**config.mk**
```make
export PLATFORM = sky130hd
export DESIGN_NAME = alu_cmd_issuer
export DESIGN_NICKNAME = d
export VERILOG_FILES = /design/src/rtl/alu_cmd_pkg.sv /design/src/rtl/alu_req_fifo.sv /design/src/rtl/alu_cmd_issuer.sv
export SDC_FILE = /design/constraint.sdc
export NUM_CORES = 1
export LEC_CHECK = 0
export ABC_AREA = 1
export BUFFER_PORTS_ARGS = -buffer_cell sky130_fd_sc_hd__buf_2
export CORE_ASPECT_RATIO = 0.5
export CORE_UTILIZATION = 36
export CTS_CLUSTER_SIZE = 8
export DETAILED_ROUTE_END_ITERATION = 10
export PLACE_DENSITY_LB_ADDON = 0.05
export SYNTH_ARGS = -nofsm -noshare
export SYNTH_HDL_FRONTEND = slang
export SYNTH_SLANG_ARGS = --single-unit
```
**constraint.sdc**
```tcl
create_clock -name clk -period 2.1 [get_ports clk]
set_input_delay 0.105 -clock clk [delete_from_list [all_inputs] [get_ports clk]]
set_output_delay 0.105 -clock clk [all_outputs]
set_load 0.05 [all_outputs]
```
**src/rtl/alu_cmd_pkg.sv**
```systemverilog
// rtl/alu_cmd_pkg.sv - function codes, command-word fields, FSM states, request type and pack_cmd
package alu_cmd_pkg;

    localparam logic [3:0] FN_ADD = 4'd0;
    localparam logic [3:0] FN_SUB = 4'd1;
    localparam logic [3:0] FN_MUL = 4'd2;
    localparam logic [3:0] FN_DIV = 4'd3;
    localparam logic [3:0] FN_AND = 4'd4;
    localparam logic [3:0] FN_OR  = 4'd5;
    localparam logic [3:0] FN_XOR = 4'd6;
    localparam logic [3:0] FN_NOT = 4'd7;
    localparam logic [3:0] FN_PA  = 4'd8;
    localparam logic [3:0] FN_PB  = 4'd9;
    localparam logic [3:0] FN_SLL = 4'd10;
    localparam logic [3:0] FN_SRL = 4'd11;
    localparam logic [3:0] FN_SRA = 4'd12;
    localparam logic [3:0] FN_INC = 4'd13;
    localparam logic [3:0] FN_DEC = 4'd14;
    localparam logic [3:0] FN_HAM = 4'd15;

    localparam int CMD_FUNC_MSB = 31;
    localparam int CMD_FUNC_LSB = 28;
    localparam int CMD_A_MSB    = 15;
    localparam int CMD_B_MSB    = 7;
    localparam int CMD_TAG_MSB  = 23;

    // ST_ISSUE is folded into the IDLE->WAIT edge; it keeps its encoding but is never entered.
    typedef enum logic [1:0] {
        ST_IDLE  = 2'd0,
        ST_ISSUE = 2'd1,
        ST_WAIT  = 2'd2,
        ST_RESP  = 2'd3
    } issuer_state_t;

    typedef struct packed {
        logic [3:0] func;
        logic [7:0] a;
        logic [7:0] b;
    } alu_req_t;

    function automatic logic [31:0] pack_cmd(input logic [3:0] func, input logic [7:0] a,
                                             input logic [7:0] b);
        logic [31:0] w_cmd;
        w_cmd = '0;
        w_cmd[CMD_FUNC_MSB:CMD_FUNC_LSB] = func;
        w_cmd[CMD_A_MSB -: 8]             = a;
        w_cmd[CMD_B_MSB -: 8]             = b;
        return w_cmd;
    endfunction

endpackage

```
**src/rtl/alu_req_fifo.sv**
```systemverilog
// rtl/alu_req_fifo.sv - DEPTH x 20-bit request FIFO; extra pointer bit separates full from empty
module alu_req_fifo
    import alu_cmd_pkg::*;
#(
    parameter int DEPTH = 4
) (
    input  logic     clk,
    input  logic     rst,
    input  logic     i_push,
    input  alu_req_t i_data,
    input  logic     i_pop,
    output alu_req_t o_head,
    output logic     o_full,
    output logic     o_empty
);

    localparam int AW = $clog2(DEPTH);

    logic [AW:0] r_wptr;
    logic [AW:0] r_rptr;
    alu_req_t    r_mem [DEPTH];
    logic        w_do_push;
    logic        w_do_pop;

    assign o_empty   = (r_wptr == r_rptr);
    assign o_full    = (r_wptr[AW] != r_rptr[AW]) && (r_wptr[AW-1:0] == r_rptr[AW-1:0]);
    assign w_do_push = i_push && !o_full;
    assign w_do_pop  = i_pop && !o_empty;
    assign o_head    = r_mem[r_rptr[AW-1:0]];

    always_ff @(posedge clk or posedge rst) begin
        if (rst) begin
            r_wptr <= '0;
            r_rptr <= '0;
        end else begin
            if (w_do_push) r_wptr <= r_wptr + (AW+1)'(1);
            if (w_do_pop)  r_rptr <= r_rptr + (AW+1)'(1);
        end
    end

    // Storage is not reset; the pointers alone define which entries are valid.
    always_ff @(posedge clk) begin
        if (w_do_push) r_mem[r_wptr[AW-1:0]] <= i_data;
    end

endmodule

```
**src/rtl/alu_cmd_issuer.sv**
```systemverilog
// rtl/alu_cmd_issuer.sv - buffers ALU requests, issues one command at a time, returns results
// Optional CMD_TAG_EN: issue counter drives cmd[23:16] and is returned on rsp_tag.
module alu_cmd_issuer
    import alu_cmd_pkg::*;
#(
    parameter int DEPTH   = 4,
    parameter int ALU_LAT = 1
) (
    input  logic        clk,
    input  logic        rst,
    input  logic        req_valid,
    output logic        req_ready,
    input  logic [3:0]  req_func,
    input  logic [7:0]  req_a,
    input  logic [7:0]  req_b,
    output logic [31:0] cmd,
    input  logic [7:0]  alu_res,
    output logic        rsp_valid,
    input  logic        rsp_ready,
    output logic [7:0]  rsp_res,
    output logic [3:0]  rsp_func,
    output logic        rsp_dbz,
`ifdef CMD_TAG_EN
    output logic [7:0]  rsp_tag,
`endif
    output logic        busy
);

    localparam int CW = (ALU_LAT < 1) ? 1 : $clog2(ALU_LAT + 1);

    issuer_state_t r_state;
    issuer_state_t w_state_next;
    logic [CW-1:0] r_cnt;
    logic [31:0]   r_cmd;
    logic          r_rsp_valid;
    logic [7:0]    r_rsp_res;
    logic [3:0]    r_rsp_func;
    logic          r_rsp_dbz;
    alu_req_t      w_req;
    alu_req_t      w_head;
    logic          w_full;
    logic          w_empty;
    logic          w_pop;
    logic          w_issue;
    logic          w_capture;
    logic          w_release;
    logic          w_dbz;
    logic [31:0]   w_cmd_next;

    assign w_req = '{func: req_func, a: req_a, b: req_b};

    alu_req_fifo #(.DEPTH(DEPTH)) u_fifo (
        .clk     (clk),
        .rst     (rst),
        .i_push  (req_valid),
        .i_data  (w_req),
        .i_pop   (w_pop),
        .o_head  (w_head),
        .o_full  (w_full),
        .o_empty (w_empty)
    );

    always_ff @(posedge clk or posedge rst) begin
        if (rst) r_state <= ST_IDLE;
        else     r_state <= w_state_next;
    end

    always_comb begin
        w_state_next = r_state;
        w_pop        = 1'b0;
        w_issue      = 1'b0;
        w_capture    = 1'b0;
        w_release    = 1'b0;
        case (r_state)
            ST_IDLE: begin
                if (!w_empty) begin
                    w_pop        = 1'b1;
                    w_issue      = 1'b1;
                    w_state_next = ST_WAIT;
                end
            end
            ST_WAIT: begin
                if (r_cnt == CW'(1)) begin
                    w_capture    = 1'b1;
                    w_state_next = ST_RESP;
                end
            end
            ST_RESP: begin
                if (rsp_ready) begin
                    w_release    = 1'b1;
                    w_state_next = ST_IDLE;
                end
            end
            default: w_state_next = ST_IDLE;
        endcase
    end

    // Divide-by-zero is judged from the issued command word, not from the FIFO head.
    assign w_dbz = (r_cmd[CMD_FUNC_MSB:CMD_FUNC_LSB] == FN_DIV) && (r_cmd[CMD_B_MSB -: 8] == 8'h00);

`ifdef CMD_TAG_EN
    logic [7:0] r_tag;
    logic [7:0] r_rsp_tag;

    assign w_cmd_next = pack_cmd(w_head.func, w_head.a, w_head.b) | {8'h00, r_tag, 16'h0000};
    assign rsp_tag    = r_rsp_tag;

    always_ff @(posedge clk or posedge rst) begin
        if (rst) begin
            r_tag     <= 8'h00;
            r_rsp_tag <= 8'h00;
        end else begin
            if (w_issue)   r_tag     <= r_tag + 8'd1;
            if (w_capture) r_rsp_tag <= r_cmd[CMD_TAG_MSB -: 8];
        end
    end
`else
    assign w_cmd_next = pack_cmd(w_head.func, w_head.a, w_head.b);
`endif

    always_ff @(posedge clk or posedge rst) begin
        if (rst) begin
            r_cnt       <= '0;
            r_cmd       <= '0;
            r_rsp_valid <= 1'b0;
            r_rsp_res   <= 8'h00;
            r_rsp_func  <= 4'h0;
            r_rsp_dbz   <= 1'b0;
        end else begin
            if (w_issue) begin
                r_cmd <= w_cmd_next;
                r_cnt <= CW'(ALU_LAT);
            end else if (r_state == ST_WAIT) begin
                r_cnt <= r_cnt - CW'(1);
            end
            if (w_capture) begin
                r_rsp_valid <= 1'b1;
                r_rsp_res   <= w_dbz ? 8'hFF : alu_res;
                r_rsp_func  <= r_cmd[CMD_FUNC_MSB:CMD_FUNC_LSB];
                r_rsp_dbz   <= w_dbz;
            end else if (w_release) begin
                r_rsp_valid <= 1'b0;
            end
        end
    end

    assign req_ready = !w_full;
    assign cmd       = r_cmd;
    assign rsp_valid = r_rsp_valid;
    assign rsp_res   = r_rsp_res;
    assign rsp_func  = r_rsp_func;
    assign rsp_dbz   = r_rsp_dbz;
    assign busy      = (r_state != ST_IDLE) || !w_empty;

endmodule

```
# After elaboration in Yosys (flattened, before gate mapping)
# Memory sizes are Yosys's and may differ from the RTL's. A register that Yosys moved wholly into a read port is not among the register bits.
# Cells that the tools add are included.
dict set report classes {
  eq_ne 9
  mux 17
  n_reduce_logical 13
  addsub 3
}
# cell count
set ops {}
lappend ops {{1-bit two-way mux} 12}
lappend ops {{8-bit logical NOT} 1}
lappend ops {{8-bit two-way mux} 1}
lappend ops {{3-bit by 1-bit adder with 3-bit output (second input constant)} 2}
lappend ops {{2-bit two-way mux} 3}
lappend ops {{2-bit inequality test (second input constant)} 3}
lappend ops {{2-bit one-hot mux with 3 select lines} 1}
lappend ops {{2-bit nonzero test} 3}
lappend ops {{2-bit == test (second input constant)} 2}
lappend ops {{4-bit by 2-bit == test with 1-bit output (second input constant)} 1}
lappend ops {{1-bit logical AND} 4}
lappend ops {{3-bit == test} 1}
lappend ops {{3-bit AND reduction} 1}
lappend ops {{2-bit == test} 1}
lappend ops {{1-bit logical NOT} 2}
lappend ops {{2-bit logical NOT} 1}
lappend ops {{1-bit logical OR} 1}
lappend ops {{1-bit inequality test} 1}
lappend ops {{1-bit subtractor (second input constant)} 1}
dict set report totals {
  out_inout_bits 48
  memories 1
  wordCells 51
  reg_bits 23
  mem_bits_rw 80
  input_bits 32
}
# name depth word_bits read_ports rd_clocked_by_memory_dff write_ports line
set mem_list {}
lappend mem_list {u_fifo.r_mem 4 20 1 1 1 alu_req_fifo.sv:21} ;# alu_req_t r_mem [DEPTH];

# Longest topological paths before layout
dict set report depth {
  word_depth 6
  depth_mapped 9
  mapped_depth_nobuf 7
}

# Hierarchy
# From an unflattened synthesis, not the netlist that was laid out.
dict set report unflattened {
  hier_cells 456
  hier_area_um2 5087.4
}
# mod seq_area_each_um2 area_each_um2 cells_each n_inst
set by_module_without_submodules {}
lappend by_module_without_submodules {alu_req_fifo 2552.4 3418.3 256 1}
lappend by_module_without_submodules {alu_cmd_issuer 925.9 1669.1 200 1}

# Least setup slack after synthesis
# No wires, ideal clock.
dict set report synth_path {
  kind {reg-to-reg}
  from {reg u_fifo.r_rptr[0]}
  to {mem u_fifo.r_mem[2][0] (netlist name) (enable)}
  slack_ps -330
  path_stages_with_launch 8
  setup_time_ps 397
  n_path_buf 1
  arrival_time_ps 2033
  required_time_ps 1703
  path_cell_list {dfrtp_1 > buf_2 > inv_2 > nand2_1 > nand2_2 > nand3_2 > nand2_1 > nor2_1}
}
dict set report synth_via {
  elab_chain_len 6
}
# item line
set synth_lines {}
lappend synth_lines {{start: declaration} alu_req_fifo.sv:20} ;# logic [AW:0] r_rptr;
lappend synth_lines {{start signal: assignment} alu_req_fifo.sv:37} ;# if (w_do_pop) r_rptr <= r_rptr + (AW+1)'(1);
lappend synth_lines {{2-bit == test} alu_req_fifo.sv:26} ;# assign o_full = (r_wptr[AW] != r_rptr[AW]) && (r_wptr[AW-1:0] == r_rptr[AW-1:0]);
lappend synth_lines {{1-bit logical AND} alu_req_fifo.sv:26}
lappend synth_lines {{1-bit logical NOT} -}
lappend synth_lines {{via req_ready} alu_cmd_issuer.sv:12} ;# output logic req_ready,
lappend synth_lines {{1-bit logical AND} alu_req_fifo.sv:27} ;# assign w_do_push = i_push && !o_full;
lappend synth_lines {{1-bit two-way mux} alu_req_fifo.sv:43} ;# if (w_do_push) r_mem[r_wptr[AW-1:0]] <= i_data;
lappend synth_lines {{1-bit two-way mux (implied by the code)} alu_req_fifo.sv:43}
lappend synth_lines {{end: declaration} alu_req_fifo.sv:21}
# The timed path passes the listed nets, and every way through them passes these cells.

# Worst setup path in the final report
dict set report layout_path {
  from {reg u_fifo.r_wptr[0]}
  to {mem u_fifo.r_mem[3][4] (netlist name) (enable)}
}
dict set report layout_via {
  elab_chain_len 6
}
# item line
set layout_lines {}
lappend layout_lines {{start: declaration} alu_req_fifo.sv:19} ;# logic [AW:0] r_wptr;
lappend layout_lines {{start signal: assignment} alu_req_fifo.sv:36} ;# if (w_do_push) r_wptr <= r_wptr + (AW+1)'(1);
lappend layout_lines {{2-bit == test} alu_req_fifo.sv:26}
lappend layout_lines {{1-bit logical AND} alu_req_fifo.sv:26}
lappend layout_lines {{1-bit logical NOT} alu_req_fifo.sv:27}
lappend layout_lines {{1-bit logical AND} alu_req_fifo.sv:27}
lappend layout_lines {{1-bit two-way mux} alu_req_fifo.sv:43}
lappend layout_lines {{1-bit two-way mux (implied by the code)} alu_req_fifo.sv:43}
# Several ways; a longest one is shown, not always the timed one.

==> summary.txt <==
I/O pins -> 80
setup violators final -> 0
GR peak layer -> met2
crit path max fanout -> 13
Routed Wire Length -> 12.1 mm
Reg2Reg Depth -> 7
run status -> completed
fillers -> 1,420
final slew viol count -> 0
area grow syn2layout -> 28.6%
worst skew pair latency -> 0.41 ns
ANT cells -> 0
crit path time final -> 1.76 ns
Slew Limit Headroom -> 48.9%
fin crit share -> 83.8%
Area contributors post-synth -> edfxtp_1, dfrtp_1, nand2_1, inv_1, nand3_1
Final Hold Fails -> 0
DP HPWL -> 7.68 mm
vias in the first global route -> 3,595
share of layout cells above drive strength 1 -> 18.0%
worst hold path class -> in2async
die height -> 88.7 µm
# nets final -> 720
Mean Syn Cell Area -> 9.45 µm²
wire length per cell -> 13.6 µm
initial DRC count -> 245
DR vias -> 3,827
Max rail drop VDD -> 0.645 mV
pre-CTS setup slack -> 0.358 ns
Post-Syn Area -> 0.00541 mm²
Syn. warnings -> 0
startpoint types -> register
Max Fclk -> 568 MHz
met3 usage -> 3.57%
Rows -> 31
Synth area leader -> edfxtp_1
clock root buffer -> clkbuf_16
power density cells -> 1610 mW/mm²
initial antenna violation count -> 0
final setup TNS -> 0 ns
Worst Max-Slew Pin Slew -> 0.765 ns
RSZ-0062 raised after global routing -> false
Clk pin slew, worst setup/hold paths -> 0.06 ns
GR Layer Usage met1 -> 24.2%
starting density of the core -> 37.1%
post-synthesis sequential area ratio -> 64.3%
Detailed Routing Iterations Pass 1 -> 7
Die X -> 175 µm
Vias/cell -> 4.28
clk sinks -> 123
maxcap violations -> 0
worst setup path class -> reg2reg
die area -> 0.0156 mm²
core area -> 0.0146 mm²
H-tree depth -> 4
total congestion overflow -> 0
cells after synthesis -> 573
Yosys reg bits -> 123
postcts setup bufs -> 0
first-pass GRT wire length -> 19.4 mm
pin count of the biggest net entering global routing -> 42
DRT antenna net count -> 0
GP Congestion -> 0.745
all-layer global routing usage -> 17.0%
setup ws final -> 0.340 ns
Crit. End Element -> register
area share of the largest cell type after synthesis -> 44.4%
CP required -> 2.20 ns
# DRC -> 0
Pleak -> 3.47 nW
Final Skew -> 0.0126 ns
final hold slack -> 0.294 ns
met2 Use GR -> 25.4%
worst-case clock buffer depth -> 2
Num CTS Buffers -> 17
Port Buf Inserts -> 67
Yosys cell types -> 22
CTS tree -> built
crit path DAT -> 1.86 ns
-- report_power, final --
part	internal (mW)	switching [mW]	leakage (nW)
Clock	1.99	1.11	0.301
Combinational	1.20	3.19	1.90
Sequential	3.34	0.344	1.26
-- kinds of logic after synthesis --
group	after synthesis	synth area share [%]
buffers and inverters	136	10.6
flip-flops	123	64.3
XOR/XNOR	3	0.624
AO/OA/AOI/OAI	4	0.370
other	1	0.0693
AND/OR/NAND/NOR	301	23.0
adder cells (fa/ha/maj)	5	1.16
-- worst paths after layout --
check / slack, ns / to / from
worst max register to register: 0.34 / u_fifo.r_mem[3][4]$_DFFE_PP_ / u_fifo.r_wptr[0]$_DFFE_PP0N_
min in group clk: 0.46 / u_fifo.r_mem[3][9]$_DFFE_PP_ / req_a[1]
worst min register to register: 0.46 / cmd[13]$_DFFE_PP0P_ / cmd[13]$_DFFE_PP0P_
worst max-delay path: 0.34 / u_fifo.r_mem[3][4]$_DFFE_PP_ / u_fifo.r_wptr[0]$_DFFE_PP0N_
max in group asynchronous: 1.27 / cmd[12]$_DFFE_PP0P_ / rst
worst min-delay path: 0.29 / rsp_valid$_DFFE_PP0P_ / rst
-- cell type report --
type,count,area [µm²],area share (%)
tap,198,248,3.56
sequential,123,3480,50.0
clock buffer,18,429,6.17
clock inverter,14,194,2.79
timing repair buffer,113,808,11.6
multi-input combinational,325,1420,20.3
inverter,103,387,5.55
-- stage by stage --
stage	power, mW	instance area, µm²	util, %	std cells
after global routing	11.9	6960	47.7	894
after detailed placement	8.15	6030	41.3	831
after global placement	8.11	6030	41.3	831
after CTS	11.3	6960	47.7	894
after floorplan	6.90	5460	-	584
final	11.2	6960	47.7	894
-- cells in the final DEF (no fill, tap or decap), drive strengths merged, types with 2 or more instances in the layout --
| cell | Yosys | layout |
|---|---|---|
| dfrtp | 43 | 43 |
| clkbuf | 11 | 18 |
| inv | 103 | 106 |
| ha | 5 | 5 |
| bufinv | 0 | 4 |
| o21ai | 4 | 4 |
| conb | 1 | 12 |
| edfxtp | 80 | 80 |
| clkinv | 0 | 5 |
| dlygate4sd3 | 0 | 31 |
| buf | 22 | 82 |
| nand3 | 69 | 69 |
| nand2 | 217 | 217 |
| nor2 | 12 | 12 |
| xor2 | 2 | 2 |
| clkinvlp | 0 | 2 |
-- repair_timing --
item / CTS / global route
hold buffers: 31 / 0
endpoints found under the hold margin: 113 / 0
gates resized for setup: 0 / 0
-- per-layer routing --
metal	vias to the layer above	part of all wire (%)
li1	1978	-
met1	1735	53
met2	105	42
met3	9	4.4
met4	0	1.0
met5	-	0
-- cells in the mapped netlist --
cell / n
nand2_1: 215
inv_1: 102
edfxtp_1: 80
nand3_1: 67
dfrtp_1: 43
buf_4: 14
nor2_1: 12
clkbuf_1: 11
buf_2: 7
ha_1: 5
o21ai_0: 4
nand3_2: 2
xor2_1: 2
buf_1: 1
conb_1: 1
inv_2: 1
nand2_2: 1
nand2_4: 1
nand4_1: 1
nor2b_1: 1
nor3_1: 1
xnor2_2: 1
-- worst max-delay path: stages, from the launching register on --
cell,delay (ns)
dfrtp_1,0.41
inv_1,0.11
nand2_1,0.10
nand2_2,0.08
nand3_2,0.13
nand2_1,0.21
nor2_2,0.16
buf_4,0.24
-- flip-flops by register name, indices dropped and copies added, names as in the netlist --
register / flops
cmd: 20
u_fifo.r_rptr: 3
r_state: 2
rsp_func: 4
r_cnt: 1
u_fifo.r_mem: 80
rsp_res: 8
u_fifo.r_wptr: 3
rsp_valid: 1
rsp_dbz: 1
(Power assumes the default switching activity.)
